**config.mk**
```make
export PLATFORM = sky130hd
export DESIGN_NAME = multicycle_ctrl
export DESIGN_NICKNAME = d
export VERILOG_FILES = /design/src/rtl/mips_ctrl_pkg.sv /design/src/rtl/mc_opcode_class.sv /design/src/rtl/multicycle_ctrl.sv
export SDC_FILE = /design/constraint.sdc
export NUM_CORES = 1
export LEC_CHECK = 0
export ABC_AREA = 1
export BUFFER_PORTS_ARGS = -buffer_cell sky130_fd_sc_hd__clkbuf_2
export CELL_PAD_IN_SITES_DETAIL_PLACEMENT = 1
export CELL_PAD_IN_SITES_GLOBAL_PLACEMENT = 2
export CORE_UTILIZATION = 33
export CTS_BUF_LIST = sky130_fd_sc_hd__clkbuf_2 sky130_fd_sc_hd__clkbuf_4 sky130_fd_sc_hd__clkbuf_8
export CTS_CLUSTER_DIAMETER = 100
export DETAILED_ROUTE_END_ITERATION = 7
export PLACE_DENSITY = 0.79
export RECOVER_POWER = 50
export SLEW_MARGIN = 20
export SYNTH_ARGS = -nofsm -noshare
export SYNTH_HDL_FRONTEND = slang
export SYNTH_SLANG_ARGS = --single-unit
```
**constraint.sdc**
```tcl
create_clock -name clk -period 2.1 [get_ports clk]
set_input_delay 0.21 -clock clk [delete_from_list [all_inputs] [get_ports clk]]
set_output_delay 0.21 -clock clk [all_outputs]
set_load 0.02 [all_outputs]
```
**src/rtl/mips_ctrl_pkg.sv**
```systemverilog
// Shared encodings for the multicycle MIPS control sequencer: opcodes, FSM states,
// datapath select codes and the per-state Moore output decode.
package mips_ctrl_pkg;

  localparam logic [5:0] OP_RTYPE = 6'b000000;
  localparam logic [5:0] OP_LW    = 6'b100011;
  localparam logic [5:0] OP_SW    = 6'b101011;
  localparam logic [5:0] OP_ADDI  = 6'b001000;
  localparam logic [5:0] OP_SLTI  = 6'b001010;
  localparam logic [5:0] OP_BEQ   = 6'b000100;
  localparam logic [5:0] OP_BNE   = 6'b000101;
  localparam logic [5:0] OP_J     = 6'b000010;

  typedef enum logic [3:0] {
    S_BOOT   = 4'd0,
    S_FETCH  = 4'd1,
    S_DECODE = 4'd2,
    S_MEMADR = 4'd3,
    S_MEMRD  = 4'd4,
    S_MEMWB  = 4'd5,
    S_MEMWR  = 4'd6,
    S_RTEXE  = 4'd7,
    S_RTWB   = 4'd8,
    S_IEXE   = 4'd9,
    S_IWB    = 4'd10,
    S_BRANCH = 4'd11,
    S_JUMP   = 4'd12,
    S_TRAP   = 4'd13
  } state_t;

  localparam logic [1:0] ALU_ADD   = 2'b00;
  localparam logic [1:0] ALU_SUB   = 2'b01;
  localparam logic [1:0] ALU_FUNCT = 2'b10;
  localparam logic [1:0] ALU_SLT   = 2'b11;

  localparam logic [1:0] SRCB_RT      = 2'b00;
  localparam logic [1:0] SRCB_FOUR    = 2'b01;
  localparam logic [1:0] SRCB_IMM     = 2'b10;
  localparam logic [1:0] SRCB_IMM_SH2 = 2'b11;

  localparam logic [1:0] PCSRC_ALU    = 2'b00;
  localparam logic [1:0] PCSRC_ALUOUT = 2'b01;
  localparam logic [1:0] PCSRC_JUMP   = 2'b10;

  typedef struct packed {
    logic       pc_en;
    logic       iord;
    logic       memread;
    logic       memwrite;
    logic       memtoreg;
    logic       regdst;
    logic       regwrite;
    logic       alusrca;
    logic [1:0] alusrcb;
    logic [1:0] aluop;
    logic [1:0] pcsrc;
    logic       trap;
  } moore_t;

  // Outputs that depend only on the state (plus the latched slti bit in IEXE).
  function automatic moore_t moore_decode(state_t s, logic slti);
    moore_t m;
    m = '0;
    case (s)
      S_FETCH:  begin m.memread = 1'b1; m.alusrcb = SRCB_FOUR; m.aluop = ALU_ADD; m.pcsrc = PCSRC_ALU; end
      S_DECODE: begin m.alusrcb = SRCB_IMM_SH2; m.aluop = ALU_ADD; end
      S_MEMADR: begin m.alusrca = 1'b1; m.alusrcb = SRCB_IMM; end
      S_MEMRD:  begin m.memread = 1'b1; m.iord = 1'b1; end
      S_MEMWB:  begin m.regwrite = 1'b1; m.memtoreg = 1'b1; end
      S_MEMWR:  begin m.memwrite = 1'b1; m.iord = 1'b1; end
      S_RTEXE:  begin m.alusrca = 1'b1; m.alusrcb = SRCB_RT; m.aluop = ALU_FUNCT; end
      S_RTWB:   begin m.regwrite = 1'b1; m.regdst = 1'b1; end
      S_IEXE:   begin m.alusrca = 1'b1; m.alusrcb = SRCB_IMM; m.aluop = slti ? ALU_SLT : ALU_ADD; end
      S_IWB:    m.regwrite = 1'b1;
      S_BRANCH: begin m.alusrca = 1'b1; m.aluop = ALU_SUB; m.pcsrc = PCSRC_ALUOUT; end
      S_JUMP:   begin m.pcsrc = PCSRC_JUMP; m.pc_en = 1'b1; end
      S_TRAP:   m.trap = 1'b1;
      default:  m = '0;
    endcase
    return m;
  endfunction

endpackage

```
**src/rtl/mc_opcode_class.sv**
```systemverilog
// Combinational classification of a 6-bit MIPS opcode into instruction groups.
module mc_opcode_class
  import mips_ctrl_pkg::*;
(
  input  logic [5:0] opcode,
  output logic       is_rtype,
  output logic       is_mem,
  output logic       is_load,
  output logic       is_imm,
  output logic       is_slti,
  output logic       is_branch,
  output logic       is_bne,
  output logic       is_jump,
  output logic       is_illegal
);

  assign is_rtype   = (opcode == OP_RTYPE);
  assign is_load    = (opcode == OP_LW);
  assign is_mem     = is_load | (opcode == OP_SW);
  assign is_slti    = (opcode == OP_SLTI);
  assign is_imm     = is_slti | (opcode == OP_ADDI);
  assign is_bne     = (opcode == OP_BNE);
  assign is_branch  = is_bne | (opcode == OP_BEQ);
  assign is_jump    = (opcode == OP_J);
  assign is_illegal = ~(is_rtype | is_mem | is_imm | is_branch | is_jump);

endmodule

```
**src/rtl/multicycle_ctrl.sv**
```systemverilog
// Multicycle MIPS control FSM: steps each instruction through fetch/decode/execute/
// memory/writeback on a shared memory port, traps on illegal opcodes, counts retirements.
module multicycle_ctrl
  import mips_ctrl_pkg::*;
#(
  parameter int COUNT_W = 16
) (
  input  logic               clk,
  input  logic               rst_n,
  input  logic [5:0]         opcode,
  input  logic               zero,
  input  logic               mem_ready,
  output logic               pc_en,
  output logic               iord,
  output logic               memread,
  output logic               memwrite,
  output logic               irwrite,
  output logic               memtoreg,
  output logic               regdst,
  output logic               regwrite,
  output logic               alusrca,
  output logic [1:0]         alusrcb,
  output logic [1:0]         aluop,
  output logic [1:0]         pcsrc,
  output logic               trap,
  output logic [3:0]         state,
  output logic [COUNT_W-1:0] retire_count
);

  state_t               state_q, state_d;
  logic [5:0]           opcode_q, opcode_d;
  logic [COUNT_W-1:0]   count_q;
  moore_t               moore_q, moore_d;
  logic                 retire;

  logic is_rtype, is_mem, is_load, is_imm, is_slti, is_branch, is_bne, is_jump, is_illegal;

  // In DECODE the live opcode is classified; everywhere else the latched copy is.
  assign opcode_d = (state_q == S_DECODE) ? opcode : opcode_q;

  mc_opcode_class u_class (
    .opcode     (opcode_d),
    .is_rtype   (is_rtype),
    .is_mem     (is_mem),
    .is_load    (is_load),
    .is_imm     (is_imm),
    .is_slti    (is_slti),
    .is_branch  (is_branch),
    .is_bne     (is_bne),
    .is_jump    (is_jump),
    .is_illegal (is_illegal)
  );

  always_comb begin
    state_d = state_q;
    retire  = 1'b0;
    case (state_q)
      S_BOOT:   state_d = S_FETCH;
      S_FETCH:  if (mem_ready) state_d = S_DECODE;
      S_DECODE: begin
        if (is_illegal)     state_d = S_TRAP;
        else if (is_mem)    state_d = S_MEMADR;
        else if (is_rtype)  state_d = S_RTEXE;
        else if (is_imm)    state_d = S_IEXE;
        else if (is_branch) state_d = S_BRANCH;
        else if (is_jump)   state_d = S_JUMP;
      end
      S_MEMADR: state_d = is_load ? S_MEMRD : S_MEMWR;
      S_MEMRD:  if (mem_ready) state_d = S_MEMWB;
      S_MEMWB:  begin state_d = S_FETCH; retire = 1'b1; end
      S_MEMWR:  if (mem_ready) begin state_d = S_FETCH; retire = 1'b1; end
      S_RTEXE:  state_d = S_RTWB;
      S_RTWB:   begin state_d = S_FETCH; retire = 1'b1; end
      S_IEXE:   state_d = S_IWB;
      S_IWB:    begin state_d = S_FETCH; retire = 1'b1; end
      S_BRANCH: begin state_d = S_FETCH; retire = 1'b1; end
      S_JUMP:   begin state_d = S_FETCH; retire = 1'b1; end
      S_TRAP:   state_d = S_TRAP;
      default:  state_d = S_BOOT;
    endcase
    // Moore outputs are registered alongside the next state so they never glitch.
    moore_d = moore_decode(state_d, is_slti);
  end

  always_ff @(posedge clk or negedge rst_n) begin
    if (!rst_n) begin
      state_q  <= S_BOOT;
      opcode_q <= '0;
      count_q  <= '0;
      moore_q  <= '0;
    end else begin
      state_q  <= state_d;
      opcode_q <= opcode_d;
      moore_q  <= moore_d;
      if (retire) count_q <= count_q + {{(COUNT_W-1){1'b0}}, 1'b1};
    end
  end

  assign irwrite = (state_q == S_FETCH) & mem_ready;
  assign pc_en   = moore_q.pc_en
                 | ((state_q == S_FETCH) & mem_ready)
                 | ((state_q == S_BRANCH) & (zero ^ is_bne));

  assign iord         = moore_q.iord;
  assign memread      = moore_q.memread;
  assign memwrite     = moore_q.memwrite;
  assign memtoreg     = moore_q.memtoreg;
  assign regdst       = moore_q.regdst;
  assign regwrite     = moore_q.regwrite;
  assign alusrca      = moore_q.alusrca;
  assign alusrcb      = moore_q.alusrcb;
  assign aluop        = moore_q.aluop;
  assign pcsrc        = moore_q.pcsrc;
  assign trap         = moore_q.trap;
  assign state        = state_q;
  assign retire_count = count_q;

endmodule

```
**Word-level counts from Yosys, hierarchy flattened**

Index checks and enable logic that the tools add are counted.
Widths: inputs -> output; s select.

- Flip-flop bits (word level): 41
- Bits of input ports: 10
- Output and inout bits: 36
- Logic and storage cells: 97

- $add $sub $neg: 1
- Eq/ne operators: 33
- Multiplexer cells: 27
- Bitwise operators: 12
- Reductions and logical operators: 9

Operators with widths:

| cell | count |
|---|---|
| $eq 4x4->1 const B | 12 |
| $mux 4 | 9 |
| $pmux 4 s9 | 1 |
| $eq 4x3->1 const B | 8 |
| $add 16x1->16 const B | 1 |
| $eq 4x2->1 const B | 4 |
| $eq 6x3->1 const B | 2 |
| $eq 6x4->1 const B | 2 |
| $eq 6x6->1 const B | 2 |
| $pmux 2 s3 | 2 |
| $mux 1 | 10 |
| $or 1x1->1 | 9 |
| $eq 4x1->1 const B | 2 |
| $eq 6x2->1 const B | 1 |
| $logic_not 6->1 | 1 |
| $mux 6 | 1 |
| $reduce_or 2->1 | 3 |
| $reduce_or 6->1 | 1 |
| $reduce_or 5->1 | 1 |
| $logic_not 4->1 | 1 |
| $mux 2 | 2 |
| $pmux 2 s2 | 1 |
| $reduce_or 4->1 | 1 |
| $reduce_or 3->1 | 1 |
| other kinds (3) | 4 |

**Logic depth before layout (Yosys ltp)**

Gate-level depths: netlist of run 1.

- Depth in word-level cells: 13
- Depth in mapped cells: 17
- Gate-level depth less buffers: 17

**By module**

A second synthesis of run 1 with hierarchy kept.

- Cell total of the unflattened synthesis: 292
- Area total of the unflattened synthesis: 2,190.9 µm²

By module, submodules not included:

| module | times used | cells each | area each (µm²) | seq. area each (µm²) |
|---|---|---|---|---|
| multicycle_ctrl | 1 | 270 | 2,067.0 | 1,001.0 |
| mc_opcode_class | 1 | 22 | 123.9 | 0.0 |

**Worst setup path after synthesis of run 1**

No wires, ideal clock.

- Path type: register to register
- From: register state_q[0] (netlist: state[0])
- To: register count_q[13] (netlist: retire_count[13])
- Setup time: 0.129 ns
- Data arrival time: 1.913 ns
- Data required time: 1.971 ns
- Path slack: 0.057 ns
- Cell stages (with the launch flop): 12
- Path buffers: 0
- Period minus slack after synthesis: 2.043 ns
- Cells stage by stage: dfrtp_1 inv_1 nand2_1 nor2_1 nand2_1 nand3_1 nand2_1 nor2_1 nand3_1 nor3_4 nand3_1 xnor2_1

- Longest elaborated chain between the ends: 3
- Elaborated cells on any way between the ends: 8
- Classes of those cells: eq/ne (6); mux (1); reduce/logical (1)

Ends and longest elaborated chain:

| element | line | text |
|---|---|---|
| from (decl) | multicycle_ctrl.sv:30 | `state_t state_q, state_d;` |
| from (signal assigned) | multicycle_ctrl.sv:92 | `state_q <= state_d;` |
| $eq 4x4->1 / $eq 4x3->1 (equally long branches) | multicycle_ctrl.sv:57 | `case (state_q)` |
| $reduce_or 5->1 (no source line) | -- |  |
| $pmux 1 s2 * | multicycle_ctrl.sv:57 |  |
| to (signal assigned) | multicycle_ctrl.sv:95 | `if (retire) count_q <= count_q + {{(COUNT_W-1){1'b0}}, 1'b1};` |
| to (decl) | multicycle_ctrl.sv:32 | `logic [COUNT_W-1:0] count_q;` |

Mark *: on every way between the ends. The rest lies on a longest branch, timed or not.
A chain may end at the register's enable or synchronous reset.

**Worst setup path after layout of run 1**

- From: register state_q[0] (netlist: state[0])
- To: output port pc_en

- Longest elaborated chain between the ends: 6
- Elaborated cells on any way between the ends: 10
- Classes of those cells: eq/ne (4); mux (1); bitwise (5)

Ends and longest elaborated chain:

| element | line | text |
|---|---|---|
| $eq 4x2->1 | multicycle_ctrl.sv:39 | `assign opcode_d = (state_q == S_DECODE) ? opcode : opcode_q;` |
| $mux 6 | multicycle_ctrl.sv:39 |  |
| $eq 6x3->1 | mc_opcode_class.sv:22 | `assign is_bne = (opcode == OP_BNE);` |
| $xor 1x1->1 | multicycle_ctrl.sv:102 | `\| ((state_q == S_BRANCH) & (zero ^ is_bne));` |
| $and 1x1->1 | multicycle_ctrl.sv:102 |  |
| $or 1x1->1 * | multicycle_ctrl.sv:102 |  |
| to (decl) | multicycle_ctrl.sv:13 | `output logic pc_en,` |

Marked as above.

==> results of run 1 <==
## metal layers
metal | vias to the layer above | GRT usage [%]
met4 | 0 | 5.26
li1 | 957 | -
met2 | 33 | 35.2
met1 | 964 | 22.7
met5 | - | 0
met3 | 6 | 4.22
## per-stage QoR
| stage | worst slack (ns) | util (%) | TNS (ns) |
|---|---|---|---|
| 5_1_grt | -0.427 | 52.3 | -5.60 |
| 2_1_floorplan | 0.0573 | - | 0 |
| 6_report | -0.281 | 52.3 | -1.94 |
| 3_3_place_gp | -0.0142 | 42.8 | -0.0453 |
| 3_5_place_dp | -0.0592 | 42.8 | -0.340 |
| 4_1_cts | -0.345 | 48.8 | -1.96 |
## final timing paths
kind | from | endpoint | cells past startpoint
max | state[0] | pc_en | 10
min | opcode[4] | opcode_q[4] | 3
max reg2reg | state[0] | memread | 18
min reg2reg | retire_count[15] | retire_count[15] | 1
max in group asynchronous | rst_n | iord | 3
min in group asynchronous | rst_n | retire_count[6] | 3
## cell families after synthesis
kind of cell / after synthesis / share of synthesized area (%)
flip-flops: 41 / 48.8
XOR/XNOR: 13 / 5.42
buffers and inverters: 35 / 7.32
AO/OA/AOI/OAI: 12 / 3.93
adder cells (fa/ha/maj): 1 / 0.595
AND/OR/NAND/NOR: 135 / 33.4
multiplexers: 1 / 0.536
## state kept, by name, indices dropped and copies added, names as in the netlist
register	cells
pcsrc	2
memread	1
memwrite	1
opcode_q	6
iord	1
alusrca	1
state	4
retire_count	16
moore_q	1
alusrcb	2
memtoreg	1
regdst	1
regwrite	1
aluop	2
trap	1
## placed cells by master (no fill, tap or decap), types with 2 or more instances in the layout
cell type and n:
nor4_1 2, inv_1 23, a21oi_1 2, xor2_1 7, nand2_4 13, dfrtp_1 39
clkbuf_1 13, o21ai_2 3, clkbuf_8 6, inv_2 6, buf_6 4, nand2_1 33
xnor2_1 6, dfrtp_2 2, nand3_4 2, nand3_2 12, nor2_4 13, nand2_2 10
a21oi_2 2, nor3_1 4, nor2_1 20, nand4_1 5, nand3_1 12, buf_4 51
clkbuf_2 32, nor2_2 4
## power groups by stage
stage	Clock [mW]	Combinational (mW)	Sequential [mW]
3_3_place_gp	0	2.11	1.16
6_report	0.663	2.83	1.15
5_1_grt	0.714	3.10	1.18
4_1_cts	0.673	2.56	1.15
3_5_place_dp	0	2.15	1.17
2_1_floorplan	0	1.26	1.30
## critical path: stages, from the launching register on
cell and delay [ns]:
dfrtp_2 0.45, nor2_4 0.18, nand2_4 0.11, buf_4 0.15, nand2_1 0.07, nand2_2 0.06, nand4_1 0.11, inv_1 0.07
or2_4 0.22, a311o_1 0.28, clkbuf_8 0.16
## area by class of cell
type,count,area (um2),share of cell area (%)
tap,75,93.8,2.98
timing repair buffer,102,661,20.9
inverter,29,109,3.45
multi-input combinational,162,1150,36.4
clock buffer,5,68.8,2.18
clock inverter,3,46.3,1.47
sequential,41,1030,32.6
## repair_timing
action | 4_1_cts | 5_1_grt
endpoints found under the hold margin | 41 | 0
setup buffers | 17 | 12
pin swaps | 15 | 20
gates resized for setup | 30 | 38
setup endpoints to repair | 11 | 24
hold buffers | 1 | 0
==> impl_metrics.csv, run 1 <==
group,metric,value,unit
global_route,gr-total-overflow,0,
yosys,yosys.cell_count.top_type,"nand2_1",
job,cap_viol_max_count,0,
run_status,status,"finished, violations left",
global_route,grt_antenna_before_repair,0,
finish,n_antenna_cell,0,
global_route,grt_first_pass_wirelength,9560,um
route,wl_per_cell,14.3,um
hold_path,hold_path.class,"primary input to flip-flop",
yosys,ys_seq_elements,41,
floorplan,rows,28,
cts,cts_sinks,41,
timing,rsz0062_at_grt,"yes",
timing,fin_skew,0.00992,ns
yosys,netlist_area,0.00210,mm2
worst_setup_path,endpoint_kind,"output pin",
yosys,synth_area_leader_cell,"dfrtp_1",
finish,fin_area,0.00315,mm2
cts,clkLatencyLatePin,0.30,ns
yosys,synth_cells,238,
pwr,pwr-share-comb,60.9,%
placed_design,place_area,0.00258,mm2
timing,min_period,2.38,ns
yosys,ys_warn_count,0,
finish,finalNonFillerCells,417,
worst_setup_path,worstSetupPathType,"flip-flop to output pin",
yosys,synth_area_leaders,"dfrtp_1 49%, nand2_1 7.5%, nand3_1 5.5%",
global_route,grt_max_degree,25,
route,ant_nets,0,
pwr,seqPwrFrac,24.8,%
cts,htree_levels,2,
route,num_vias,1960,
floorplan,core,0.00603,mm2
route,wl_met2,3230,um
yosys,synthTopCellsByCount,"42 x nand2_1, 41 x dfrtp_1, 28 x nor2_1",
worst_setup_path,cp.required,1.89,ns
run_status,violations,"negative setup slack",
yosys,ys.flop_type,"dfrtp_1",
yosys,synth_nets,249,
pwr,power_switching,2.12,mW
placed_design,gp_congestion,0.818,
timing,whs,0.222,ns
floorplan,die-area,0.00669,mm2
worst_setup_path,critPathLaunchType,"flip-flop",
floorplan,die_y,81.8,um
route,routed-wl-met3,227,um
timing,slew_headroom,10.9,%
timing,setup_viol,13,
finish,fillCellCount,738,
pwr,clkPwrFrac,14.3,%
floorplan,start_util,34.9,%
yosys,ys_seq_area_share,48.8,%
yosys,synth_edf_count,0,
pwr,cellPowerDensity,1470,mW/mm2
cts,cts.path.max_buffers,2,
placed_design,dp_cells,379,
route,totalWireLength,5980,um
pwr,peakVddDrop,0.653,mV
finish,syn_to_final_growth,50.1,%
global_route,grt_pass1_vias,2000,
route,vias_per_cell,4.70,
timing,clock.fmax,420,MHz
worst_setup_path,cp_max_fo,6,
timing,finalHoldViolCount,0,
timing,layout_setup_ws,-0.281,ns
finish,drive_above_1_share,49.4,%
finish,nNetsFinal,352,
pwr,leakage,1.61,nW
yosys,avgSynthCellArea,8.83,um2
yosys,synth.distinct_cells,28,
floorplan,io-pin-count,46,
yosys,async_flop_share,100,%
cts,root_buffer,"clkbuf_8",
cts,cts_tree,"yes",
cts,clk_pin_slew,0.09,ns
yosys,synth_top_area_share,48.8,%
pwr,intPower,2.53,mW
timing,report.final.slew_viol_count,0,
route,drt_iter0_drc,39,
placed_design,dp.final_hpwl,4210,um
pwr,switching_share,45.6,%
route,routed.top_layer,"met4",
timing,worst_slew_pin_slew,1.34,ns
timing,fin_crit_sh,113,%
placed_design,io_buffers,45,
route,drc,0,
global_route,grt_usage,19.4,%
pwr,total_power,4.65,mW
floorplan,die_w,81.8,um
route,first_pass_iters,4,
worst_setup_path,cp_data_arrival_time,2.17,ns
cts,cts_buffers,5,
route,wl_met1,2460,um
worst_setup_path,reg2reg_slack,-0.19,ns
(Power assumes the default switching activity.)
==> run 2, diff against run 1 <==
--- a/config.mk
+++ b/config.mk
@@ -19,3 +19,4 @@
 export SYNTH_ARGS = -nofsm -noshare
 export SYNTH_HDL_FRONTEND = slang
 export SYNTH_SLANG_ARGS = --single-unit
+export TNS_END_PERCENT = 50
==> run 2 against run 1 <==
First-iteration DRC count down 2.6%. Critical endpoint unchanged. Critical path type unchanged. Highest routed layer unchanged. The flow still finishes with violations (negative setup slack). Non-clock buffer count fell by 6. Largest power group unchanged. Final cell count down 1.4%.
==> impl_metrics.csv, run 2 (same netlist as run 1, synthesis figures left out) <==
group,metric,value,unit
pwr,seqPwrFrac,25.0,%
worst_setup_path,slowest_delay,0.43,ns
cts,clk_pin_slew,0.08,ns
worst_setup_path,cp.required,1.89,ns
worst_setup_path,crit_cells,10,
floorplan,die_y,81.8,um
worst_setup_path,startpoint,"state[3]",
worst_setup_path,cp_max_fo,6,
global_route,grt_max_degree,25,
cts,root_buffer,"clkbuf_8",
placed_design,dp.final_hpwl,4210,um
cts,clkLatencyLatePin,0.30,ns
route,num_vias,1922,
worst_setup_path,worstReg2RegStart,"state[3]",
pwr,peakVddDrop,0.666,mV
floorplan,rows,28,
finish,largest_reg_flops,16,
global_route,grt_pass1_vias,2004,
worst_setup_path,worstSetupPathType,"flip-flop to output pin",
timing,report.final.slew_viol_count,0,
floorplan,io-pin-count,46,
pwr,switching_share,45.4,%
finish,final_cell_mix,"44 x buf_4, 39 x dfrtp_1, 36 x nand2_1",
placed_design,io_buffers,45,
cts,cts.path.max_buffers,2,
worst_setup_path,rr_worst_depth,17,
timing,min_period,2.37,ns
pwr,leakage,1.56,nW
timing,layout_setup_ws,-0.270,ns
finish,fillCellCount,749,
pwr,cellPowerDensity,1510,mW/mm2
route,wl_per_cell,14.2,um
hold_path,hold_path.class,"primary input to flip-flop",
finish,utilization,50.7,%
timing,setup_tns,-2.37,ns
worst_setup_path,crit_family,"simple AND/OR/NAND/NOR gates",
job,cap_viol_max_count,0,
timing,slew_headroom,11.9,%
timing,worst_slew_pin_slew,1.32,ns
finish,n_antenna_cell,0,
timing,setup_viol,15,
worst_setup_path,critPathLaunchType,"flip-flop",
cts,cts_buffers,5,
route,vias_per_cell,4.68,
global_route,grt_usage,19.3,%
route,first_pass_iters,4,
global_route,gr-total-overflow,0,
route,drc,0,
worst_setup_path,crit_chain,"nor2_4 -> nand2_4 -> buf_4 -> nand2_1 -> nand2_2 -> nand4_1 -> inv_1 -> or2_4 -> a311o_1 -> clkbuf_8",
cts,cts_tree,"yes",
worst_setup_path,reg2reg_slack,-0.21,ns
pwr,pwr-share-comb,60.8,%
worst_setup_path,cp_data_arrival_time,2.16,ns
cts,cts_sinks,41,
global_route,grt_antenna_before_repair,0,
timing,fin_crit_sh,113,%
run_status,status,"finished, violations left",
finish,final_common_cell,"buf_4",
route,totalWireLength,5820,um
floorplan,start_util,34.9,%
route,drt_iter0_drc,38,
worst_setup_path,endpoint,"pc_en",
global_route,grt_first_pass_wirelength,9540,um
finish,fin_area,0.00305,mm2
timing,finalHoldViolCount,0,
timing,fin_skew,0.00891,ns
worst_setup_path,endpoint_kind,"output pin",
finish,syn_to_final_growth,45.3,%
route,ant_nets,0,
timing,rsz0062_at_grt,"yes",
worst_setup_path,crit_buf_inv,3,
pwr,clkPwrFrac,14.2,%
timing,clock.fmax,422,MHz
worst_setup_path,critPathSlowestCell,"dfrtp_2",
floorplan,die_w,81.8,um
floorplan,core,0.00603,mm2
finish,drive_above_1_share,46.1,%
pwr,intPower,2.51,mW
pwr,total_power,4.60,mW
cts,htree_levels,2,
finish,nNetsFinal,346,
pwr,power_switching,2.09,mW
floorplan,die-area,0.00669,mm2
placed_design,place_area,0.00258,mm2
placed_design,gp_congestion,0.818,
worst_setup_path,regToRegEndpoint,"memread",
run_status,violations,"negative setup slack",
run 2: cell type report:
cell class	count	area [um2]	share of cell area (%)
Clock buffer	5	68.8	2.25
Tap cell	75	93.8	3.07
Sequential cell	41	1030	33.7
Multi-Input combinational cell	162	1080	35.5
Clock inverter	3	46.3	1.52
Inverter	29	109	3.56
Timing Repair Buffer	96	623	20.4
run 2: what timing repair did:
item | 4_1_cts | 5_1_grt
buffers inserted | 17 | 7
gates resized for setup | 28 | 25
hold endpoints to repair | 41 | 0
endpoints found under the setup margin | 11 | 24
hold buffers | 1 | 0
pin swaps | 15 | 11
run 2: stage by stage:
step	std cells	setup slack [ns]	hold WS, ns
finish	411	-0.270	0.225
global route	411	-0.405	0.214
CTS	405	-0.345	0.210
detailed placement	379	-0.0592	0.204
global placement	379	-0.0142	0.195
floorplan	238	0.0573	-0.0856
run 2: worst min path at each step:
stage                         start         endpoint  slack (ns)  cells after the start
final                     opcode[4]      opcode_q[4]        0.23                      3
after CTS                 opcode[4]      opcode_q[4]        0.21                      3
after global routing      opcode[4]      opcode_q[4]        0.21                      3
after floorplan               rst_n         aluop[0]       -0.09                      0
after global placement        rst_n  retire_count[6]        0.20                      2
after detailed placement      rst_n  retire_count[4]        0.20                      2
run 2: power by group through the flow:
stage	logic (mW)	registers, mW	clock network [mW]
6_report	2.80	1.15	0.655
5_1_grt	3.07	1.18	0.714
4_1_cts	2.54	1.15	0.673
3_5_place_dp	2.15	1.17	0
3_3_place_gp	2.11	1.16	0
2_1_floorplan	1.26	1.30	0
run 2: metal layers:
| layer | share of wire [%] | global-route usage, % |
|---|---|---|
| met5 | 0 | 0 |
| met4 | 1.6 | 5.26 |
| met3 | 3.2 | 4.22 |
| met2 | 53 | 35.1 |
| met1 | 42 | 22.6 |
run 2: worst min-delay path: stages:
cell and delay, ns:
clkbuf_2 0.09, nand3_2 0.11, nand2_4 0.07
==> run 3, diff against run 2 <==
--- a/config.mk
+++ b/config.mk
@@ -14,7 +14,7 @@
 export CTS_CLUSTER_DIAMETER = 100
 export DETAILED_ROUTE_END_ITERATION = 7
 export PLACE_DENSITY = 0.79
-export RECOVER_POWER = 50
+export RECOVER_POWER = 25
 export SLEW_MARGIN = 20
 export SYNTH_ARGS = -nofsm -noshare
 export SYNTH_HDL_FRONTEND = slang
==> run 3 against run 2 <==
The run still ends with negative setup slack left. Via count grew 0.21%. Global-route usage is the same. Setup slack is essentially flat. Combinational power is essentially flat. Critical path type unchanged. Highest routed layer unchanged.
==> impl_metrics.csv, run 3 (same netlist as run 1, synthesis figures left out) <==
group,metric,value,unit
timing,clock.fmax,422,MHz
route,totalWireLength,5830,um
worst_setup_path,critPathSlowestCell,"dfrtp_2",
route,wl_per_cell,14.2,um
cts,cts_buffers,5,
worst_setup_path,worstSetupPathType,"flip-flop to output pin",
pwr,peakVddDrop,0.665,mV
hold_path,min_from,"opcode[4]",
worst_setup_path,crit_chain,"nor2_4 -> nand2_4 -> buf_4 -> nand2_1 -> nand2_2 -> nand4_1 -> inv_1 -> or2_4 -> a311o_1 -> clkbuf_8",
finish,finalNonFillerCells,411,
placed_design,dpl_worst_slack,-0.0592,ns
timing,setup_viol,15,
finish,fillCellCount,748,
timing,rsz0062_at_grt,"yes",
global_route,grt_usage,19.3,%
global_route,grt_antenna_before_repair,0,
global_route,gr-total-overflow,0,
pwr,leakage,1.59,nW
route,num_vias,1926,
worst_setup_path,cp_max_fo,6,
placed_design,io_buffers,45,
finish,drive_above_1_share,48.2,%
worst_setup_path,cp_data_arrival_time,2.16,ns
route,drc,0,
floorplan,io-pin-count,46,
route,first_pass_iters,4,
timing,fin_skew,0.00897,ns
placed_design,dp.final_hpwl,4210,um
hold_path,hold_path.class,"primary input to flip-flop",
pwr,switching_share,45.3,%
pwr,cellPowerDensity,1510,mW/mm2
finish,largest_reg_flops,16,
run_status,violations,"negative setup slack",
cts,htree_levels,2,
timing,report.final.slew_viol_count,0,
pwr,pwr-share-comb,60.8,%
cts,cts_sinks,41,
global_route,grt_pass1_vias,2004,
cts,root_buffer,"clkbuf_8",
timing,finalHoldViolCount,0,
pwr,clkPwrFrac,14.2,%
cts,cts.path.max_buffers,2,
pwr,intPower,2.52,mW
run_status,status,"finished, violations left",
job,cap_viol_max_count,0,
timing,layout_setup_ws,-0.270,ns
route,ant_nets,0,
finish,syn_to_final_growth,45.7,%
cts,clkLatencyLatePin,0.30,ns
finish,n_antenna_cell,0,
placed_design,dp_cells,379,
floorplan,die_y,81.8,um
route,drt_iter0_drc,21,
worst_setup_path,crit_buf_inv,3,
floorplan,die_w,81.8,um
floorplan,die-area,0.00669,mm2
placed_design,gp_congestion,0.818,
cts,cts_tree,"yes",
worst_setup_path,slowest_delay,0.43,ns
global_route,grt_first_pass_wirelength,9540,um
worst_setup_path,crit_family,"simple AND/OR/NAND/NOR gates",
worst_setup_path,startpoint,"state[3]",
pwr,power_switching,2.09,mW
finish,final_common_cell,"buf_4",
pwr,seqPwrFrac,25.0,%
timing,min_period,2.37,ns
global_route,grt_max_degree,25,
timing,fin_crit_sh,113,%
route,vias_per_cell,4.69,
cts,clk_pin_slew,0.08,ns
floorplan,core,0.00603,mm2
worst_setup_path,reg2reg_slack,-0.22,ns
finish,nNetsFinal,346,
pwr,total_power,4.61,mW
worst_setup_path,cp.required,1.89,ns
finish,final_cell_mix,"44 x buf_4, 42 x clkbuf_2, 39 x dfrtp_1",
worst_setup_path,critPathLaunchType,"flip-flop",
timing,slew_headroom,11.4,%
floorplan,rows,28,
floorplan,start_util,34.9,%
worst_setup_path,worstReg2RegStart,"state[3]",
worst_setup_path,endpoint_kind,"output pin",
timing,worst_slew_pin_slew,1.33,ns
run 3: area by class of cell:
type | instances | area (um2) | area share, %
clock inverters | 3 | 46.3 | 1.51
well taps | 75 | 93.8 | 3.06
flip-flops and latches | 41 | 1030 | 33.6
clock buffers | 5 | 68.8 | 2.25
multi-input cells | 162 | 1080 | 35.4
repair buffers | 96 | 632 | 20.6
inverters | 29 | 109 | 3.55
run 3: final timing paths:
path	end	cells after the start
max	pc_en	10
min in group asynchronous	retire_count[6]	3
min reg2reg	retire_count[15]	1
min	opcode_q[4]	3
max in group asynchronous	iord	3
max reg2reg	memread	17
run 3: worst min-delay path: stages:
cell and delay [ns]:
clkbuf_2 0.09, nand3_2 0.11, nand2_4 0.07
run 3: metal layers:
| layer | vias to the layer above | share of wire (%) | GRT usage, % | routed length [um] |
|---|---|---|---|---|
| met3 | 9 | 3.2 | 4.22 | 185 |
| met4 | 0 | 1.6 | 5.26 | 96 |
| met5 | - | 0 | 0 | 0 |
| li1 | 945 | - | - | - |
| met1 | 938 | 42 | 22.6 | 2430 |
| met2 | 34 | 53 | 35.1 | 3110 |
run 3: power by group through the flow:
stage | clock (mW) | combinational, mW | sequential [mW]
floorplan | 0 | 1.26 | 1.30
global placement | 0 | 2.11 | 1.16
detailed placement | 0 | 2.15 | 1.17
CTS | 0.673 | 2.54 | 1.15
global route | 0.714 | 3.08 | 1.18
finish | 0.656 | 2.81 | 1.15
run 3: stage by stage:
stage | TNS, ns | hold slack [ns] | util, % | cell area, um2
detailed placement | -0.340 | 0.204 | 42.8 | 2580
global placement | -0.0453 | 0.195 | 42.8 | 2580
floorplan | 0 | -0.0856 | - | 2100
finish | -2.42 | 0.225 | 50.8 | 3060
CTS | -1.83 | 0.210 | 48.6 | 2930
global route | -6.31 | 0.214 | 50.8 | 3060
run 3: timing repair:
action	4_1_cts	5_1_grt
hold buffers	1	0
endpoints found under the hold margin	41	0
cloned	0	0
buffers inserted	17	7
resized for setup	28	25
pin swaps	15	11
setup endpoints to repair	11	24
